**src/rtl/awmc_drum_plant.sv**
```systemverilog
`default_nettype none
// ============================================================================
//  Module   : awmc_drum_plant
//  Purpose  : Drum plant model for the washing-machine controller. It tracks
//             water level, motor speed ramp and the lid interlock.
//  Revision : 1.0 - initial release
// ============================================================================
module awmc_drum_plant #(
  parameter int LEVEL_W     = 8,
  parameter int LEVEL_MAX   = 200,
  parameter int FILL_STEP   = 4,
  parameter int DRAIN_STEP  = 5,
  parameter int TICK_DIV    = 4,
  parameter int SPEED_W     = 4,
  parameter int WASH_SPEED  = 6,
  parameter int RINSE_SPEED = 4,
  parameter int SPIN_SPEED  = 15
) (
  input  logic               clk,
  input  logic               reset,
  input  logic [2:0]         stage,
  input  logic               input_valve,
  input  logic               output_drain,
  input  logic               lid_open_req,
  output logic               lid,
  output logic [LEVEL_W-1:0] water_level,
  output logic               water_full,
  output logic               water_empty,
  output logic [SPEED_W-1:0] motor_speed,
  output logic               motor_on,
  output logic               fault
);

  localparam int                 c_PRESC_W    = (TICK_DIV > 1) ? $clog2(TICK_DIV) : 1;
  localparam logic [c_PRESC_W-1:0] c_PRESC_LAST = c_PRESC_W'(TICK_DIV - 1);
  localparam logic [LEVEL_W-1:0] c_LEVEL_MAX  = LEVEL_W'(LEVEL_MAX);
  localparam logic [LEVEL_W:0]   c_FILL_STEP  = (LEVEL_W+1)'(FILL_STEP);
  localparam logic [LEVEL_W-1:0] c_DRAIN_STEP = LEVEL_W'(DRAIN_STEP);
  localparam logic [SPEED_W-1:0] c_WASH_SPD   = SPEED_W'(WASH_SPEED);
  localparam logic [SPEED_W-1:0] c_RINSE_SPD  = SPEED_W'(RINSE_SPEED);
  localparam logic [SPEED_W-1:0] c_SPIN_SPD   = SPEED_W'(SPIN_SPEED);

  localparam logic [2:0] c_STAGE_WASH  = 3'b010;
  localparam logic [2:0] c_STAGE_RINSE = 3'b011;
  localparam logic [2:0] c_STAGE_SPIN  = 3'b100;

  typedef enum logic [1:0] {
    LID_CLOSED  = 2'd0,
    LID_PENDING = 2'd1,
    LID_OPEN    = 2'd2
  } lid_state_t;

  logic [c_PRESC_W-1:0] r_presc;
  logic [LEVEL_W-1:0]   r_level;
  logic [SPEED_W-1:0]   r_speed;
  logic                 r_fault;
  lid_state_t           r_lid_state;
  lid_state_t           w_lid_next;

  logic                 w_tick;
  logic [LEVEL_W:0]     w_fill_sum;
  logic [LEVEL_W-1:0]   w_level_fill;
  logic [LEVEL_W-1:0]   w_level_drain;
  logic [LEVEL_W-1:0]   w_level_next;
  logic [SPEED_W-1:0]   w_target;
  logic [SPEED_W-1:0]   w_speed_next;
  logic                 w_stage_run;
  logic                 w_conflict;
  logic                 w_safe;
  logic                 w_fault_set;

  // ---------------------------------------------------------------- prescaler
  assign w_tick = (r_presc == c_PRESC_LAST);

  always_ff @(posedge clk or negedge reset) begin
    if (!reset) begin
      r_presc <= '0;
    end else if (w_tick) begin
      r_presc <= '0;
    end else begin
      r_presc <= r_presc + 1'b1;
    end
  end

  // -------------------------------------------------------------- water level
  // Fill sum carries an extra bit so saturation works even near 2**LEVEL_W.
  assign w_fill_sum    = {1'b0, r_level} + c_FILL_STEP;
  assign w_level_fill  = (w_fill_sum > {1'b0, c_LEVEL_MAX}) ? c_LEVEL_MAX : w_fill_sum[LEVEL_W-1:0];
  assign w_level_drain = (r_level < c_DRAIN_STEP) ? '0 : (r_level - c_DRAIN_STEP);
  assign w_conflict    = input_valve & output_drain;

  always_comb begin
    w_level_next = r_level;
    if (input_valve && !output_drain) begin
      w_level_next = w_level_fill;
    end else if (output_drain && !input_valve) begin
      w_level_next = w_level_drain;
    end
  end

  always_ff @(posedge clk or negedge reset) begin
    if (!reset) begin
      r_level <= '0;
    end else if (w_tick) begin
      r_level <= w_level_next;
    end
  end

  // -------------------------------------------------------------- motor ramp
  assign w_stage_run = (stage == c_STAGE_WASH) || (stage == c_STAGE_RINSE) ||
                       (stage == c_STAGE_SPIN);

  always_comb begin
    w_target = '0;
    if (lid) begin
      case (stage)
        c_STAGE_WASH:  w_target = c_WASH_SPD;
        c_STAGE_RINSE: w_target = c_RINSE_SPD;
        c_STAGE_SPIN:  w_target = c_SPIN_SPD;
        default:       w_target = '0;
      endcase
    end
  end

  always_comb begin
    w_speed_next = r_speed;
    if (r_speed < w_target) begin
      w_speed_next = r_speed + 1'b1;
    end else if (r_speed > w_target) begin
      w_speed_next = r_speed - 1'b1;
    end
  end

  always_ff @(posedge clk or negedge reset) begin
    if (!reset) begin
      r_speed <= '0;
    end else if (w_tick) begin
      r_speed <= w_speed_next;
    end
  end

  // ---------------------------------------------------------- lid interlock
  assign w_safe = (r_speed == '0) && (r_level == '0);

  always_ff @(posedge clk or negedge reset) begin
    if (!reset) begin
      r_lid_state <= LID_CLOSED;
    end else begin
      r_lid_state <= w_lid_next;
    end
  end

  always_comb begin
    w_lid_next = r_lid_state;
    case (r_lid_state)
      LID_CLOSED: begin
        if (lid_open_req) begin
          w_lid_next = w_safe ? LID_OPEN : LID_PENDING;
        end
      end
      LID_PENDING: begin
        if (!lid_open_req) begin
          w_lid_next = LID_CLOSED;
        end else if (w_safe) begin
          w_lid_next = LID_OPEN;
        end
      end
      LID_OPEN: begin
        if (!lid_open_req) begin
          w_lid_next = LID_CLOSED;
        end
      end
      default: w_lid_next = LID_CLOSED;
    endcase
  end

  // ------------------------------------------------------------ sticky fault
  // Lid-related misuse is checked every clk; the valve/drain conflict only at a tick.
  assign w_fault_set = (w_tick & w_conflict) | (input_valve & ~lid) | (w_stage_run & ~lid);

  always_ff @(posedge clk or negedge reset) begin
    if (!reset) begin
      r_fault <= 1'b0;
    end else if (w_fault_set) begin
      r_fault <= 1'b1;
    end
  end

  // ---------------------------------------------------------------- outputs
  assign lid         = (r_lid_state != LID_OPEN);
  assign water_level = r_level;
  assign water_full  = (r_level == c_LEVEL_MAX);
  assign water_empty = (r_level == '0);
  assign motor_speed = r_speed;
  assign motor_on    = (r_speed != '0);
  assign fault       = r_fault;

endmodule
`default_nettype wire

```
**config.mk**
```make
export PLATFORM = sky130hd
export DESIGN_NAME = awmc_drum_plant
export DESIGN_NICKNAME = d
export VERILOG_FILES = /design/src/rtl/awmc_drum_plant.sv
export SDC_FILE = /design/constraint.sdc
export NUM_CORES = 1
export LEC_CHECK = 0
export ABC_AREA = 1
export CAP_MARGIN = 20
export CORE_MARGIN = 2
export CORE_UTILIZATION = 26
export DETAILED_ROUTE_END_ITERATION = 6
export DONT_BUFFER_PORTS = 1
export GPL_ROUTABILITY_DRIVEN = 0
export PLACE_DENSITY = 0.45
export SLEW_MARGIN = 20
export SYNTH_ARGS = -nofsm -noshare
export SYNTH_HDL_FRONTEND = slang
export SYNTH_SLANG_ARGS = --single-unit
```
**constraint.sdc**
```tcl
create_clock -name clk -period 3.7 [get_ports clk]
set_input_delay 0.925 -clock clk [delete_from_list [all_inputs] [get_ports clk]]
set_output_delay 0.925 -clock clk [all_outputs]
set_load 0.005 [all_outputs]
```
-- After elaboration in Yosys (flattened, before gate mapping)
Index checks and enable logic that the tools add are counted.
- add/subtract/negate cells: 5
- equal/unequal tests: 11
- bitwise logic cells: 7
- mux-type cells: 15
- reductions and logical operators: 16
- magnitude comparators: 4
- operator list (cell ; number):
    $mux W8 ; 4
    $mux W2 ; 6
    $mux W4 ; 3
    $pmux W4 S3 ; 1
    $add A8 B3 Y9 const B ; 1
    $gt A9 B8 Y1 const B ; 1
    $eq A8 B8 Y1 const B ; 1
    $logic_not A8 Y1 ; 1
    $lt A8 B3 Y1 const B ; 1
    $sub A8 B3 Y8 const B ; 1
    $eq A3 B2 Y1 const B ; 2
    $ne A2 B2 Y1 const B ; 3
    $pmux W2 S3 ; 1
    $add A4 B1 Y4 const B ; 1
    $and A1 B1 Y1 ; 4
    $eq A2 B2 Y1 const B ; 2
    $gt A4 B4 Y1 ; 1
    $logic_not A4 Y1 ; 1
    $lt A4 B4 Y1 ; 1
    $reduce_and A2 Y1 ; 2
    $reduce_bool A2 Y1 ; 2
    $reduce_bool A4 Y1 ; 1
    $sub A4 B1 Y4 const B ; 1
    $eq A3 B3 Y1 const B ; 1
    other kinds (10) ; 15
- flip-flop bits (word level): 17
- word-level logic and storage cells: 63

-- Logic depth before layout (Yosys ltp)
Gate-level depths: netlist of the first run.
- word-level depth: 6
- gate-level depth with buffers: 19

-- Least setup slack after synthesis of the first run
OpenSTA, ideal clock, no wires.
- path type: in2reg
- from: input stage[0]
- to: register r_speed[3] (netlist: motor_speed[3])
- arrival: 2799 ps
- buffers on the path: 0
- setup time: 117 ps
- stages on the path: 18
- data required time: 3583 ps
- path slack: 785 ps
- cells stage by stage: inv_1 nand3_1 o21ai_0 nand3_1 ha_1 inv_1 nor2_1 o21bai_1 nand2_1 ha_1 nand2_1 nand2_1 o21ai_0 nand2_1 inv_1 nand2_1 nand2_1 nand2_1
- cells in the longest elaborated chain, start to end: 6
- elaborated cells on any way between the ends: 10
- classes of those cells: 2 x order compare; 3 x eq/ne; 3 x mux; 2 x reduce/logical
- RTL lines (item ; line ; RTL):
    start: declaration ; 21 ; input logic [2:0] stage,
    $eq A3 B3 Y1 / $eq A3 B2 Y1 (equally long branches) ; 116 ; case (stage)
    $pmux W4 S3 (*) ; 116 ;
    $mux W4 (*) ; 115 ; if (lid) begin
    $lt A4 B4 Y1 / $gt A4 B4 Y1 (equally long branches) ; 127, 129 ;
    $reduce_bool A2 Y1 (no source line) ; -- ;
    $reduce_and A2 Y1 (no source line) ; -- ;
    end signal: assignment ; 138 ; r_speed <= w_speed_next;
    end: declaration ; 55 ; logic [SPEED_W-1:0] r_speed;
Mark *: on every way between the ends. The rest lies on a longest branch, timed or not.
A chain may end at the register's enable or synchronous reset.

-- Worst setup path after layout of the first run
- from: input stage[1]
- to: register r_speed[3] (netlist: motor_speed[3])
Same word-level chain as after synthesis.

==> results of run 1 <==
[final timing paths]
| check | from | end | slack, ns | cells past startpoint |
|---|---|---|---|---|
| worst max register to register | r_lid_state[1] | motor_speed[3] | 1.17 | 18 |
| worst min-delay path | reset | water_level[1] | 0.36 | 0 |
| min in group clk | r_presc[0] | r_presc[0] | 0.43 | 1 |
| max in group asynchronous | reset | motor_speed[0] | 3.27 | 0 |
| worst min register to register | r_presc[0] | r_presc[0] | 0.43 | 1 |
| worst max-delay path | stage[1] | motor_speed[3] | 0.81 | 17 |
[cell usage in the layout (no fill, tap or decap), types with 3 or more instances in the layout]
cell type / Yosys / routed
nand4_1: 3 / 3
nand3_1: 15 / 15
o21ai_0: 6 / 6
clkbuf_8: 0 / 3
nand2_2: 4 / 4
ha_1: 15 / 15
xor2_1: 4 / 4
nor2_1: 22 / 22
o21ai_1: 4 / 4
a21oi_1: 9 / 9
dfrtp_1: 17 / 17
inv_2: 5 / 5
nand2_1: 44 / 44
nor2_4: 3 / 3
inv_1: 31 / 31
nor3_1: 3 / 3
[power by group through the flow]
stage	logic, mW	clock network [mW]	registers (mW)
floorplan	0.557	0	0.347
global placement	0.643	0	0.403
detailed placement	0.639	0	0.401
CTS	0.643	0.151	0.397
global route	0.750	0.160	0.411
finish	0.637	0.145	0.391
[per-layer routing]
metal / GRT usage [%] / vias up
met5: 0 / -
li1: - / 641
met3: 3.91 / 2
met1: 13.8 / 541
met4: 2.11 / 0
met2: 19.8 / 16
[stage by stage]
step | instances | power [mW] | cell area [um^2] | util, %
floorplan | 198 | 0.904 | 1440 | -
global placement | 269 | 1.05 | 1530 | 28.1
detailed placement | 269 | 1.04 | 1530 | 28.1
CTS | 273 | 1.19 | 1570 | 28.9
global route | 273 | 1.32 | 1570 | 28.9
finish | 273 | 1.17 | 1570 | 28.9
[cell type report]
| class | instances | area [um^2] | share of cell area [%] |
|---|---|---|---|
| multi-input combinational | 144 | 876 | 55.7 |
| inverter | 36 | 135 | 8.60 |
| tap | 72 | 90.1 | 5.73 |
| clock buffer | 4 | 45.0 | 2.87 |
| sequential | 17 | 425 | 27.1 |
[cells by family after synthesis]
family,count (synthesis),synth area share (%)
flops,17,29.5
fa+ha+maj,16,14.4
xor+xnor,4,2.43
compound gates,25,10.3
buf+inv,37,9.88
simple gates,99,33.5
[state kept, by name, indices dropped and copies added, names as in the netlist]
register and cells:
fault 1, motor_speed 4, r_lid_state 2, r_presc 2
water_level 8
[critical path: cells and delay by family]
family                   cells  cell delay [ns]
AO/OA/AOI/OAI                3             0.59
adder cells (fa/ha/maj)      2             0.67
buffers and inverters        3             0.15
AND/OR/NAND/NOR              9             0.69
==> impl_metrics.env, run 1 <==
export IMPL_status="finished clean"
export IMPL_cap_violations=0
export IMPL_final_hold_viol_count=0
export IMPL_nets=226
export IMPL_io_pin_count=25
export IMPL_finalSetupViolCount=0
export IMPL_antenna_found_initial=0
export IMPL_netlist_instances=198
export IMPL_area_delta_synth_final_pct=8.84
export IMPL_nFillCells=607
export IMPL_fin_ws_ns=0.814
export IMPL_synthTopCellsByCount="nand2_1, inv_1, nor2_1, dfrtp_1"
export IMPL_drc_errors=0
export IMPL_finClkSkew_ns=0.00186
export IMPL_slew_violations=0
export IMPL_die_area_mm2=0.00617
export IMPL_slew_headroom_pct=65.2
export IMPL_gr_total_overflow=0
export IMPL_grt_pass1_wl_um=5570
export IMPL_min_period_ns=2.89
export IMPL_n_antenna_cell=0
export IMPL_h_tree_depth=1
export IMPL_cp_arrival_ns=3.03
export IMPL_dpl_worst_slack_ns=0.538
export IMPL_seqPwrFrac_pct=33.3
export IMPL_grt_pass1_vias=1142
export IMPL_drive_above_1_share_pct=10.9
export IMPL_clock_sinks=17
export IMPL_irDropWorstVdd_mv=0.308
export IMPL_fmax_mhz=347
export IMPL_post_cts_buffers=0
export IMPL_grt_setup_unrepaired="false"
export IMPL_rows=27
export IMPL_dp_hpwl_um=2590
export IMPL_hold_slack_ns=0.358
export IMPL_cts_hold_buf=0
export IMPL_critPathMaxStageDelay_ns=0.36
export IMPL_crit_path_frequent_cell="nand2_1"
export IMPL_tightest_slew_ns=0.520
export IMPL_synth_top_area_share_pct=29.5
export IMPL_slowest_stage="ha_1"
export IMPL_synth_area_leaders="dfrtp_1, ha_1, nand2_1"
export IMPL_wl_met2_um=1540
export IMPL_netlist_area_mm2=0.00144
export IMPL_switchingPower_mw=0.603
export IMPL_start_util_pct=26.5
export IMPL_synth_edf_count=0
export IMPL_postCtsResizedCells=0
export IMPL_core_area_mm2=0.00544
export IMPL_syn_area_per_cell_um2=7.29
export IMPL_die_x_um=78.5
export IMPL_synth_async_sr_flop_share_pct=100
export IMPL_wl_met3_um=143
export IMPL_grt_usage_pct=11.5
export IMPL_die_height_um=78.5
export IMPL_fin_tns_setup_ns=0
export IMPL_grt_max_degree=18
export IMPL_syn_nets=222
export IMPL_yosys_area_top_type="dfrtp_1"
export IMPL_p_leak_nw=0.780
export IMPL_critPathKind="input port to flip-flop"
export IMPL_wl_um=3200
export IMPL_p_per_area_mw_per_mm2=746
export IMPL_drt_iter0_drc=40
export IMPL_finalCritPeriodShare_pct=78.0
export IMPL_clk_latency_ns=0.25
export IMPL_comb_power_share_pct=54.3
export IMPL_numPortBuffers=0
export IMPL_cp_cell_sequence="inv_1 -> o21ai_0 -> nand3_1 -> ha_1 -> inv_1 -> nor2_1 -> o21bai_1 -> nand2_1 -> ha_1 -> nand2_1 -> nand2_1 -> o21ai_0 -> nand2_1 -> inv_1 -> nand2_1 -> nand2_1 -> nand2_1"
export IMPL_yosysMostFrequentCell="nand2_1"
export IMPL_top_layer_used="met4"
export IMPL_clock_path_buffers=2
export IMPL_tritoncts="yes"
export IMPL_cts_root_buf="clkbuf_8"
export IMPL_vias_per_cell=4.40
export IMPL_p_clk_share_pct=12.3
export IMPL_end_kind="flip-flop"
export IMPL_p_int_mw=0.570
export IMPL_clkTransAtPathRegs_ns=0.07
export IMPL_cts_made_buffers=3
export IMPL_synth_seq_area_share_pct=29.5
export IMPL_yosysUniqueCellTypes=28
export IMPL_swShare_pct=51.4
export IMPL_critPathRequiredTime_ns=3.85
export IMPL_wl_per_cell_um=11.7
export IMPL_drt_met1_wl_um=1500
export IMPL_crit_fanout=5
export IMPL_ys_ff_latch=17
export IMPL_vias=1200
export IMPL_drtPass1Iterations=4
export IMPL_ys_warn_count=0
export IMPL_hold_class="input port to asynchronous set/reset pin"
export IMPL_ys_flop_type="dfrtp_1"
export IMPL_ant_nets=0
export IMPL_crit_path_start_kind="input port"
Note: power is estimated with default switching activity, not from simulation.
==> inputs of run 2 (changes only) <==
Clock period 3.7 ns to 3 ns, I/O delays scaled along.
==> run 2 against run 1 <==
Clock skew rose by 0.0026 ns. Core utilization rose by 0.30 points. Wire length rose by 1.1%. Sequential power rose by 25%. First-iteration DRC count fell by 2.5%. Clock power rose by 18%. Sequential share of layout area fell by 0.28 points. Largest cell class unchanged.
==> impl_metrics.env, run 2 (synthesis gave the netlist of run 1 again) <==
export IMPL_final_hold_viol_count=0
export IMPL_finalSetupViolCount=0
export IMPL_ant_nets=0
export IMPL_critPathKind="input port to flip-flop"
export IMPL_place_area_mm2=0.00154
export IMPL_final_cell_mix="nand2_1, inv_1, nor2_1"
export IMPL_slew_violations=0
export IMPL_vias=1187
export IMPL_wl_um=3240
export IMPL_post_cts_buffers=0
export IMPL_numPortBuffers=0
export IMPL_clock_path_buffers=2
export IMPL_irDropWorstVdd_mv=0.326
export IMPL_clock_sinks=17
export IMPL_dp_hpwl_um=2550
export IMPL_crit_fanout=4
export IMPL_grt_pass1_vias=1210
export IMPL_die_x_um=78.5
export IMPL_end_kind="flip-flop"
export IMPL_drive_above_1_share_pct=12.3
export IMPL_p_per_area_mw_per_mm2=920
export IMPL_fin_tns_setup_ns=0
export IMPL_die_height_um=78.5
export IMPL_p_leak_nw=0.793
export IMPL_cap_violations=0
export IMPL_r2r_start="r_lid_state[1]"
export IMPL_gr_total_overflow=0
export IMPL_rr_worst_depth=18
export IMPL_core_area_mm2=0.00544
export IMPL_rows=27
export IMPL_fmax_mhz=384
export IMPL_vias_per_cell=4.32
export IMPL_cts_made_buffers=3
export IMPL_slew_headroom_pct=75.5
export IMPL_nets=228
export IMPL_cts_hold_buf=0
export IMPL_status="finished clean"
export IMPL_grt_usage_pct=11.7
export IMPL_min_period_ns=2.61
export IMPL_drc_errors=0
export IMPL_antenna_found_initial=0
export IMPL_tritoncts="yes"
export IMPL_r2r_end="motor_speed[3]"
export IMPL_area_delta_synth_final_pct=9.97
export IMPL_cp_arrival_ns=2.76
export IMPL_clkTransAtPathRegs_ns=0.07
export IMPL_final_common_cell="nand2_1"
export IMPL_wl_per_cell_um=11.8
export IMPL_n_antenna_cell=0
export IMPL_start_util_pct=26.5
export IMPL_io_pin_count=25
export IMPL_drt_iter0_drc=39
export IMPL_drtPass1Iterations=4
export IMPL_largest_reg_flops=8
export IMPL_grt_setup_unrepaired="false"
export IMPL_grt_max_degree=18
export IMPL_power_mw=1.46
export IMPL_cts_root_buf="clkbuf_8"
export IMPL_postCtsResizedCells=0
export IMPL_finalCritPeriodShare_pct=86.9
export IMPL_r2r_slack_ns=0.57
export IMPL_die_area_mm2=0.00617
export IMPL_tightest_slew_ns=0.364
export IMPL_critPathRequiredTime_ns=3.15
export IMPL_postLayoutCellArea_mm2=0.00159
export IMPL_hold_class="input port to asynchronous set/reset pin"
export IMPL_clk_latency_ns=0.25
export IMPL_grt_pass1_wl_um=5870
export IMPL_h_tree_depth=1
export IMPL_finClkSkew_ns=0.00441
export IMPL_crit_path_start_kind="input port"
run 2: cell types whose count changed in the layout (fill, tap and decap cells not counted), sizes merged:
cell,delta
clkbuf,-1
clkinv,+1
buf,+2
run 2: worst max path at each step:
stage                  start        endpoint
finish              stage[1]  motor_speed[3]
global route        stage[1]  motor_speed[3]
CTS                 stage[1]  motor_speed[3]
detailed placement  stage[1]  motor_speed[3]
global placement    stage[1]  motor_speed[3]
floorplan           stage[0]  motor_speed[3]
run 2: worst max-delay path, stage by stage:
cell,delay (ns)
inv_1,0.03
o21ai_0,0.27
nand3_1,0.12
ha_1,0.30
inv_1,0.05
nor2_1,0.03
o21bai_1,0.15
nand2_1,0.14
ha_1,0.34
nand2_1,0.08
nand2_1,0.06
o21ai_0,0.15
nand2_1,0.06
inv_1,0.06
nand2_1,0.05
nand2_1,0.05
nand2_1,0.04
run 2: report_power, final:
group	internal, mW	switching, mW	total [mW]
clock	0.0922	0.0793	0.171
combinational	0.315	0.486	0.801
sequential	0.307	0.181	0.488
run 2: metal layers:
metal	vias to the layer above	part of all wire [%]	GRT usage (%)
met5	-	0	0
met4	0	1.2	2.46
met3	4	6.1	3.45
met2	23	45	19.1
met1	522	48	15.5
li1	638	-	-
run 2: final cells by class:
cell class	count	area, um^2
sequential	17	425
tap	72	90.1
inverter	36	135
fill	596	3850
multi-input combinational	144	876
timing repair buffer	2	15.0
clock buffer	3	41.3
clock inverter	1	5.00
run 2: per-stage QoR:
stage               utilization (%)  setup slack (ns)  hold WS (ns)  std cells
floorplan                         -             0.260         0.403        198
global placement               28.3             0.162         0.421        271
detailed placement             28.3             0.131         0.421        271
CTS                            29.2             0.408         0.172        275
global route                   29.2            0.0558         0.164        275
finish                         29.2             0.394         0.184        275
